$ cat src/rtl/apple2_disk_pkg.sv
// -----------------------------------------------------------------------------
// apple2_disk_pkg
// Shared definitions for the nibble-track <-> SD-card synchroniser.
//   state_t                    : policy FSM states (IDLE / FLUSH / LOAD)
//   SECTOR_BYTES               : bytes per SD sector
//   SECTORS_PER_TRACK_DEFAULT  : SD sectors holding one nibble track
// -----------------------------------------------------------------------------
package apple2_disk_pkg;

    localparam int unsigned SECTOR_BYTES              = 512;
    localparam int unsigned SECTORS_PER_TRACK_DEFAULT = 13;

    typedef enum logic [1:0] {
        ST_IDLE  = 2'd0,
        ST_FLUSH = 2'd1,
        ST_LOAD  = 2'd2
    } state_t;

endpackage

$ cat src/rtl/sd_sector_seq.sv
// -----------------------------------------------------------------------------
// sd_sector_seq
// Runs one multi-sector SD transfer covering a whole nibble track.
// Ports:
//   clk_sys, reset_n  : clock, asynchronous active-low reset
//   start_i           : one-cycle pulse, begins a transfer of track_i
//   wr_i              : with start_i, 1 = write (flush), 0 = read (load)
//   track_i           : track whose sectors are transferred
//   sd_ack_i          : SD host acknowledge, high for one sector
//   sd_lba_o          : current sector address
//   sd_rd_o, sd_wr_o  : request lines (mutually exclusive)
//   track_sec_o       : sector index within the track (track-RAM upper bits)
//   done_o            : one-cycle pulse, the last sector has finished
//
// Handshake: a request line (sd_rd_o / sd_wr_o) stays high for the whole
// track. Each sector is one high pulse of sd_ack_i; its rising edge advances
// sd_lba_o, its falling edge advances track_sec_o. On the rising edge of the
// last sector's ack the request line drops, so the host sees no further
// request and the falling edge of that ack marks completion.
// -----------------------------------------------------------------------------
module sd_sector_seq
    import apple2_disk_pkg::*;
#(
    parameter int unsigned SECTORS_PER_TRACK = SECTORS_PER_TRACK_DEFAULT
) (
    input  logic        clk_sys,
    input  logic        reset_n,
    input  logic        start_i,
    input  logic        wr_i,
    input  logic [5:0]  track_i,
    input  logic        sd_ack_i,
    output logic [31:0] sd_lba_o,
    output logic        sd_rd_o,
    output logic        sd_wr_o,
    output logic [3:0]  track_sec_o,
    output logic        done_o
);

    localparam logic [31:0] SPT_32    = 32'(SECTORS_PER_TRACK);
    localparam logic [3:0]  SEC_LAST  = 4'(SECTORS_PER_TRACK - 1);
    localparam logic [3:0]  SEC_COUNT = 4'(SECTORS_PER_TRACK);

    logic        ack_q;
    logic        active_q;
    logic        rd_q;
    logic        wr_q;
    logic [31:0] lba_q;
    logic [3:0]  sec_q;

    logic        ack_rise;
    logic        ack_fall;
    logic        req_on;
    logic [31:0] lba_base;

    // Edges are taken against a registered copy of the ack, so outputs move
    // one cycle after the host's ack edge.
    assign ack_rise = sd_ack_i & ~ack_q;
    assign ack_fall = ~sd_ack_i & ack_q;
    assign req_on   = rd_q | wr_q;

    // Full 32-bit product: 13 * 63 is far below 2^32, so nothing is lost.
    assign lba_base = SPT_32 * {26'd0, track_i};

    // Completion: the last ack fell after its request line was already dropped.
    assign done_o = ack_fall & active_q & ~req_on;

    always_ff @(posedge clk_sys or negedge reset_n) begin
        if (!reset_n) begin
            ack_q    <= 1'b0;
            active_q <= 1'b0;
            rd_q     <= 1'b0;
            wr_q     <= 1'b0;
            lba_q    <= 32'd0;
            sec_q    <= 4'd0;
        end else begin
            ack_q <= sd_ack_i;
            if (start_i) begin
                lba_q    <= lba_base;
                sec_q    <= 4'd0;
                rd_q     <= ~wr_i;
                wr_q     <= wr_i;
                active_q <= 1'b1;
            end else if (active_q) begin
                if (ack_rise && req_on) begin
                    lba_q <= lba_q + 32'd1;
                    if (sec_q == SEC_LAST) begin
                        rd_q <= 1'b0;
                        wr_q <= 1'b0;
                    end
                end
                if (ack_fall) begin
                    // Saturate so a stray extra ack cannot walk past the track.
                    if (sec_q != SEC_COUNT) begin
                        sec_q <= sec_q + 4'd1;
                    end
                    if (!req_on) begin
                        active_q <= 1'b0;
                    end
                end
            end
        end
    end

    assign sd_lba_o    = lba_q;
    assign sd_rd_o     = rd_q;
    assign sd_wr_o     = wr_q;
    assign track_sec_o = sec_q;

endmodule

$ cat src/rtl/disk_track_sync.sv
// -----------------------------------------------------------------------------
// disk_track_sync
// Keeps the nibble-track RAM in step with the disk image on SD: loads the
// selected track, writes a modified track back before leaving it, and
// reloads after an image remount. The sector handshake lives in sd_sector_seq.
// Ports:
//   clk_sys, reset_n       : clock, asynchronous active-low reset
//   track                  : track selected by the disk controller
//   img_mounted            : one-cycle pulse on (re)mount
//   img_size               : image size in bytes, 0 = no image
//   write_protect          : high -> track writes never mark dirty
//   track_ram_we           : controller wrote a byte into track RAM
//   sd_lba, sd_rd, sd_wr   : SD request
//   sd_ack                 : SD host acknowledge (one pulse per sector)
//   track_sec              : sector index during a transfer
//   cpu_wait               : stalls the CPU during flush/load
//   busy                   : FSM not in IDLE
//   dbg_state              : current FSM state
// -----------------------------------------------------------------------------
module disk_track_sync
    import apple2_disk_pkg::*;
#(
    parameter int unsigned SECTORS_PER_TRACK = SECTORS_PER_TRACK_DEFAULT
) (
    input  logic        clk_sys,
    input  logic        reset_n,
    input  logic [5:0]  track,
    input  logic        img_mounted,
    input  logic [63:0] img_size,
    input  logic        write_protect,
    input  logic        track_ram_we,
    output logic [31:0] sd_lba,
    output logic        sd_rd,
    output logic        sd_wr,
    input  logic        sd_ack,
    output logic [3:0]  track_sec,
    output logic        cpu_wait,
    output logic        busy,
    output state_t      dbg_state
);

    state_t     state_q;
    logic [5:0] cur_track_q;
    logic       dirty_q;
    logic       pending_q;
    logic       cpu_wait_q;

    logic       has_img;
    logic       seq_start;
    logic       seq_wr;
    logic [5:0] seq_track;
    logic       seq_done;

    assign has_img = (img_size != 64'd0);

    // Transfer launch decision. A flush always targets the track being left;
    // every load targets the track currently selected.
    always_comb begin
        seq_start = 1'b0;
        seq_wr    = 1'b0;
        seq_track = track;
        case (state_q)
            ST_IDLE: begin
                if (has_img) begin
                    if (pending_q) begin
                        seq_start = 1'b1;
                    end else if (track != cur_track_q) begin
                        seq_start = 1'b1;
                        if (dirty_q) begin
                            seq_wr    = 1'b1;
                            seq_track = cur_track_q;
                        end
                    end
                end
            end
            ST_FLUSH: begin
                // Flush finished: chain straight into loading the new track.
                seq_start = seq_done;
            end
            default: begin
                seq_start = 1'b0;
            end
        endcase
    end

    always_ff @(posedge clk_sys or negedge reset_n) begin
        if (!reset_n) begin
            state_q     <= ST_IDLE;
            cur_track_q <= 6'h3F;
            dirty_q     <= 1'b0;
            pending_q   <= 1'b0;
            cpu_wait_q  <= 1'b0;
        end else begin
            if (img_mounted) begin
                pending_q <= 1'b1;
            end
            case (state_q)
                ST_IDLE: begin
                    if (!has_img) begin
                        cur_track_q <= track;
                        dirty_q     <= 1'b0;
                        pending_q   <= 1'b0;
                    end else if (seq_start) begin
                        cpu_wait_q <= 1'b1;
                        if (seq_wr) begin
                            state_q <= ST_FLUSH;
                        end else begin
                            // A load discards local edits and satisfies any
                            // remount seen so far; a new pulse this very
                            // cycle still counts.
                            state_q     <= ST_LOAD;
                            cur_track_q <= track;
                            dirty_q     <= 1'b0;
                            pending_q   <= img_mounted;
                        end
                    end else if (track_ram_we && !write_protect) begin
                        dirty_q <= 1'b1;
                    end
                end
                ST_FLUSH: begin
                    if (seq_done) begin
                        state_q     <= ST_LOAD;
                        cur_track_q <= track;
                        dirty_q     <= 1'b0;
                        pending_q   <= img_mounted;
                    end
                end
                ST_LOAD: begin
                    if (seq_done) begin
                        state_q    <= ST_IDLE;
                        cpu_wait_q <= 1'b0;
                    end
                end
                default: begin
                    state_q <= ST_IDLE;
                end
            endcase
        end
    end

    sd_sector_seq #(
        .SECTORS_PER_TRACK (SECTORS_PER_TRACK)
    ) u_seq (
        .clk_sys     (clk_sys),
        .reset_n     (reset_n),
        .start_i     (seq_start),
        .wr_i        (seq_wr),
        .track_i     (seq_track),
        .sd_ack_i    (sd_ack),
        .sd_lba_o    (sd_lba),
        .sd_rd_o     (sd_rd),
        .sd_wr_o     (sd_wr),
        .track_sec_o (track_sec),
        .done_o      (seq_done)
    );

    assign cpu_wait  = cpu_wait_q;
    assign busy      = (state_q != ST_IDLE);
    assign dbg_state = state_q;

endmodule

$ cat config.mk
export PLATFORM = sky130hd
export DESIGN_NAME = disk_track_sync
export DESIGN_NICKNAME = d
export VERILOG_FILES = /design/src/rtl/apple2_disk_pkg.sv /design/src/rtl/sd_sector_seq.sv /design/src/rtl/disk_track_sync.sv
export SDC_FILE = /design/constraint.sdc
export NUM_CORES = 1
export LEC_CHECK = 0
export BUFFER_PORTS_ARGS = -buffer_cell sky130_fd_sc_hd__buf_4
export CORE_UTILIZATION = 40
export DETAILED_ROUTE_END_ITERATION = 7
export PLACE_DENSITY = 0.68
export SLEW_MARGIN = 20
export SYNTH_ARGS = -nofsm -noshare
export SYNTH_HDL_FRONTEND = slang
export SYNTH_SLANG_ARGS = --single-unit
$ cat constraint.sdc
create_clock -name clk_sys -period 9 [get_ports clk_sys]
set_input_delay 1.8 -clock clk_sys [delete_from_list [all_inputs] [get_ports clk_sys]]
set_output_delay 1.8 -clock clk_sys [all_outputs]
set_load 0.05 [all_outputs]
# Word-level counts from Yosys, hierarchy flattened
# Cells that the tools add are included.
# Widths: inputs -> output; s select.
op_classes:
  add_sub_neg: 2
  multipliers: 1
  eq_ne: 13
  mux: 56
  bitwise: 9
  n_reduce_logical: 20
op_table:
  columns: ["operator", "count"]
  rows:
  - ["$mux 32", 3]
  - ["$reduce_bool 64->1", 1]
  - ["$mux 6", 9]
  - ["$add 32x1->32 const B", 1]
  - ["$mux 1", 29]
  - ["$mux 4", 4]
  - ["$reduce_and 4->1", 4]
  - ["$reduce_bool 2->1", 8]
  - ["$ne 4x4->1 const B", 3]
  - ["$pmux 6 s2", 1]
  - ["$mul 4x6->10 const A", 1]
  - ["$mux 2", 5]
  - ["$ne 2x2->1 const B", 4]
  - ["$pmux 1 s2", 4]
  - ["$ne 3x3->1 const B", 2]
  - ["$ne 6x6->1", 1]
  - ["$pmux 2 s3", 1]
  - ["$reduce_and 3->1", 2]
  - ["$add 4x1->4 const B", 1]
  - ["$and 1x1->1", 4]
  - ["$eq 4x4->1 const B", 1]
  - ["$not 1->1", 4]
  - ["$eq 2x1->1 const B", 1]
  - ["$eq 2x2->1 const B", 1]
  - ["5 further kinds", 6]
word_totals:
  register_bits: 51
  input_bits: 76
  wordCells: 112

# Longest topological paths before layout
depth:
  ltp_word: 9
  depth_mapped: 16
  depth_no_buf: 16

# By module
# Synthesis repeated with hierarchy kept, for this count alone.
hier_totals:
  cells_unflattened: 363
  area_unflattened_um2: 3428.3
by_module_without_submodules:
  columns: ["module", "instances", "cells_each", "area_each_um2", "seq_area_each_um2"]
  rows:
  - ["sd_sector_seq", 1, 277, 2573.7, 1001.0]
  - ["disk_track_sync", 1, 86, 854.6, 282.8]

# Least setup slack after synthesis
# No wires, ideal clock.
synth_timing:
  kind: "input -> register"
  from: "input img_size[58]"
  to: "register u_seq.lba_q[9], in the netlist u_seq.sd_lba_o[9]"
  setup_time_ns: 0.095
  arrival_ns: 5.299
  t_required_ns: 8.905
  path_slack_ns: 3.606
  cell_stages: 16
  cell_sequence: "nor4_1 -> nand4_1 -> nor4_4 -> nor4_2 -> mux2_2 -> ha_1 -> inv_1 -> fa_1 -> inv_1 -> ha_1 -> nor2b_1 -> o21ai_0 -> a21boi_0 -> o21a_1 -> o21a_1 -> o31ai_1"
synth_between:
  elab_chain_cells: 5
synth_lines:
  columns: ["element", "line", "rtl"]
  rows:
  - ["start: declaration", "disk_track_sync.sv:29", "input logic [63:0] img_size,"]
  - ["$reduce_bool 64->1 *", "disk_track_sync.sv:54", "assign has_img = (img_size != 64'd0);"]
  - ["$mux 6 or $mux 1 (tied branches)", "disk_track_sync.sv:64", "if (has_img) begin"]
  - ["$mux 6 or $pmux 1 s2 (tied branches)", "disk_track_sync.sv:62", "case (state_q)"]
  - ["$mul 4x6->10 or $reduce_bool 2->1 (tied branches)", null, null]
  - ["$mux 32 or $reduce_and 2->1 (tied branches)", null, null]
  - ["end signal: assignment", "sd_sector_seq.sv:78", "lba_q <= lba_base;"]
  - ["end signal: assignment", "sd_sector_seq.sv:85", "lba_q <= lba_q + 32'd1;"]
  - ["end: declaration", "sd_sector_seq.sv:47", "logic [31:0] lba_q;"]
# Mark *: on every way between the ends. The rest lies on a longest branch, timed or not.
# A chain may end at the register's enable or synchronous reset.

# Worst setup path after layout
layout_timing:
  from: "input img_size[38]"
  to: "register u_seq.lba_q[9], in the netlist u_seq.sd_lba_o[9]"
# Same word-level chain as after synthesis.

==> results.toml <==
[layout]
drive_above_1_share_pct = 32.9
syn_to_final_growth_pct = 33.5
diodes = 0
final_util_pct = 56.4
num-nets-final = 563

[sta]
drv_slew = 0
relSlewSlack_pct = 54.6
setup_viol = 0
period_needed_ns = 5.68
fin_setup_tns_ns = 0
setup_ws_ns = 3.32
finalCritPeriodShare_pct = 63.1
fmax_mhz = 176
worst_slew_pin_slew_ns = 0.675
hold_ws_ns = 0.504
hold_violations = 0
finClkSkew_ns = 0.0103
rsz0062_at_grt = "no"

[routing]
wirelength_mm = 8.34
via_count = 2908
vias_per_cell = 5.13
ant_nets = 0
dr.pass1.iters = 4
wl_per_cell_um = 14.7
drtIter0Drc = 95
drc = 0

[clock_tree]
cts_tree = "built"
clock_sinks = 51
numCtsBuffers = 5
hold_buffers = 0
ctsResizeCount = 0
post-cts-setup-buffer-count = 0
cts.clk_slew.worst_paths_ns = 0.10
worstSkewPairLatency_ns = 0.31
cts_buffer_depth = 2
clockRootBuffer = "clkbuf_8"
cts_htree_levels = 2

[critical_path]
timing.rr.end = "u_seq.sd_lba_o[9]$_DFFE_PN0P_"
critical_path_class = "input port to register"
crit_path_max_fanout = 8
r2r_cells = 14
worstSetupStartpointType = "input port"
critical_path_required_ns = 9.22
rr_startpoint = "dbg_state[0]$_DFFE_PN0P_"
cp.arrival_ns = 5.89
end_kind = "register"
r2r_slack_ns = 4.61

[worst_hold_path]
hold_path_end = "dirty_q$_DFFE_PN0P_"
min_delay_path_depth = 1
holdCritStartpoint = "dirty_q$_DFFE_PN0P_"
hold_path_class = "register to register"

[logic_synthesis]
syn_area_um2 = 3310
avgSynthCellArea_um2 = 9.52
synth_top_cell_area_share_pct = 34.0
yosysTopAreaCell = "dfrtp_1"
netlist_instances = 348
synthTopCellsByArea = "dfrtp_1 34%, ha_1 7.6%, xnor2_1 5.8%"
synth_nets = 447
synthDistinctLibCells = 42
ys_warn_count = 0
ys_seq_elements = 51
ys_seq_area_share_pct = 38.8

[placement]
dpl.hpwl_mm = 6.36
gp_congestion = 0.829
place_ws_ns = 3.02
port_buffers = 117

[flow_run]
maxCapViolCount = 0

[global_routing]
overflow = 0
grt_pass1_vias = 2885
grt_usage_pct = 20.3
grt_pass1_wl_mm = 14.0
antenna_found_initial = 0
grt_max_degree = 52

[floorplanning]
die_area_um2 = 8650
die_x_um = 93.0
fp.coreArea_um2 = 7850
pin_count = 118
start_util_pct = 42.2
die_y_um = 93.0
row_count = 32

[power_and_ir_drop]
power_frac_comb_pct = 44.1
vdd_drop_max_mv = 0.180
swShare_pct = 42.2
p_leak_nw = 2.09
powerDensity_nw_per_um2 = 218
p_seq_share_pct = 37.8
p_clk_share_pct = 18.1
finalPower_w = 0.000963
p_int_w = 0.000556
p_switching_w = 0.000406

[status]
status = "finished clean"
worst max-delay path, stage by stage:
cell and delay (ns):
buf_4 0.12, nor4_1 0.44, nand4_1 0.21, nor4_4 0.54, nor4_2 0.21, mux2_2 0.36, ha_1 0.28, inv_1 0.05
fa_1 0.50, inv_1 0.04, ha_1 0.32, nor2b_1 0.14, o21ai_0 0.19, a21boi_0 0.11, o21a_1 0.19, o21a_1 0.16
o31ai_1 0.23
per-layer routing:
metal	up-vias	track usage [%]	share of wire, %
met5	-	0	0
met1	1362	27.9	47
met4	0	6.67	1.6
met2	75	32.8	48
li1	1458	-	-
met3	13	2.93	4.3
layout by cell type (no fill, tap or decap), types with 6 or more instances in the layout:
cell,count
nor3_1,8
dfstp_2,6
nor2_1,39
clkbuf_8,6
o21ai_0,8
buf_4,120
nor4_1,19
nand3_1,10
inv_1,25
xor2_1,20
ha_1,20
mux2_2,7
nand4_1,23
dfrtp_1,45
xnor2_1,22
nand2_1,20
a21oi_1,11
mux2_4,6
flip-flops by register name, indices dropped and copies added (netlist names):
signal / cells
u_seq.track_sec_o: 4
u_seq.sd_wr_o: 1
pending_q: 1
u_seq.ack_q: 1
dbg_state: 2
u_seq.active_q: 1
u_seq.sd_lba_o: 32
cur_track_q: 6
cpu_wait: 1
dirty_q: 1
u_seq.sd_rd_o: 1
through the flow:
stage / instances / instance area (µm²)
after floorplan: 348 / 3310
after detailed placement: 559 / 4300
after global routing: 567 / 4420
after global placement: 559 / 4300
final: 567 / 4420
after CTS: 567 / 4420
area by class of cell:
| cell class | instances | area, µm² |
|---|---|---|
| tap | 102 | 128 |
| multi-input combinational | 261 | 1900 |
| clock buffer | 6 | 82.6 |
| inverter | 25 | 93.8 |
| clock inverter | 2 | 38.8 |
| sequential | 51 | 1280 |
| timing repair buffer | 120 | 901 |
| fill | 738 | 3420 |
kinds of logic after synthesis:
kind of cell               synth area share (%)
muxes                                      6.61
AOI/OAI and AO/OA                          6.69
and+or+nand+nor                            23.1
adders and majority gates                  9.37
DFF                                        38.8
buffers and inverters                      4.34
xor gates and xnor gates                   11.1
worst max path at each step:
stage | start | to | depth (start not counted)
6_report | img_size[38] | u_seq.sd_lba_o[9]$_DFFE_PN0P_ | 17
3_3_place_gp | img_size[38] | u_seq.sd_lba_o[9]$_DFFE_PN0P_ | 17
2_1_floorplan | img_size[58] | u_seq.sd_lba_o[9]$_DFFE_PN0P_ | 16
4_1_cts | img_size[38] | u_seq.sd_lba_o[9]$_DFFE_PN0P_ | 17
3_5_place_dp | img_size[38] | u_seq.sd_lba_o[9]$_DFFE_PN0P_ | 17
5_1_grt | img_size[38] | u_seq.sd_lba_o[8]$_DFFE_PN0P_ | 17
Yosys cell counts:
library cell,instances
dfrtp_1,45
nor2_1,39
inv_1,25
nand4_1,23
xnor2_1,22
ha_1,20
nand2_1,20
xor2_1,20
nor4_1,19
a21oi_1,11
nand3_1,10
clkbuf_1,9
nor3_1,8
o21ai_0,8
mux2_2,7
dfstp_2,6
mux2_4,6
and4_1,5
mux2i_1,5
o21a_1,5
and2_1,4
and3_1,4
fa_1,3
or3_1,3
a2111oi_0,2
nand2b_1,2
nor2b_1,2
a21boi_0,1
a21o_1,1
a221o_1,1
a31o_2,1
buf_2,1
buf_6,1
nand3b_1,1
nor2_2,1
nor4_2,1
nor4_4,1
o21bai_1,1
o22ai_1,1
o31ai_1,1
o32ai_2,1
or2_2,1
power by group through the flow:
stage | Clock [W] | Combinational, W | Sequential [W]
after detailed placement | 0 | 0.000426 | 0.000368
final | 0.000174 | 0.000425 | 0.000364
after floorplan | 0 | 0.000168 | 0.000481
after global placement | 0 | 0.000419 | 0.000368
after CTS | 0.000178 | 0.000428 | 0.000364
after global routing | 0.000186 | 0.000462 | 0.000374
No activity file was read; power rests on OpenSTA's default activity.
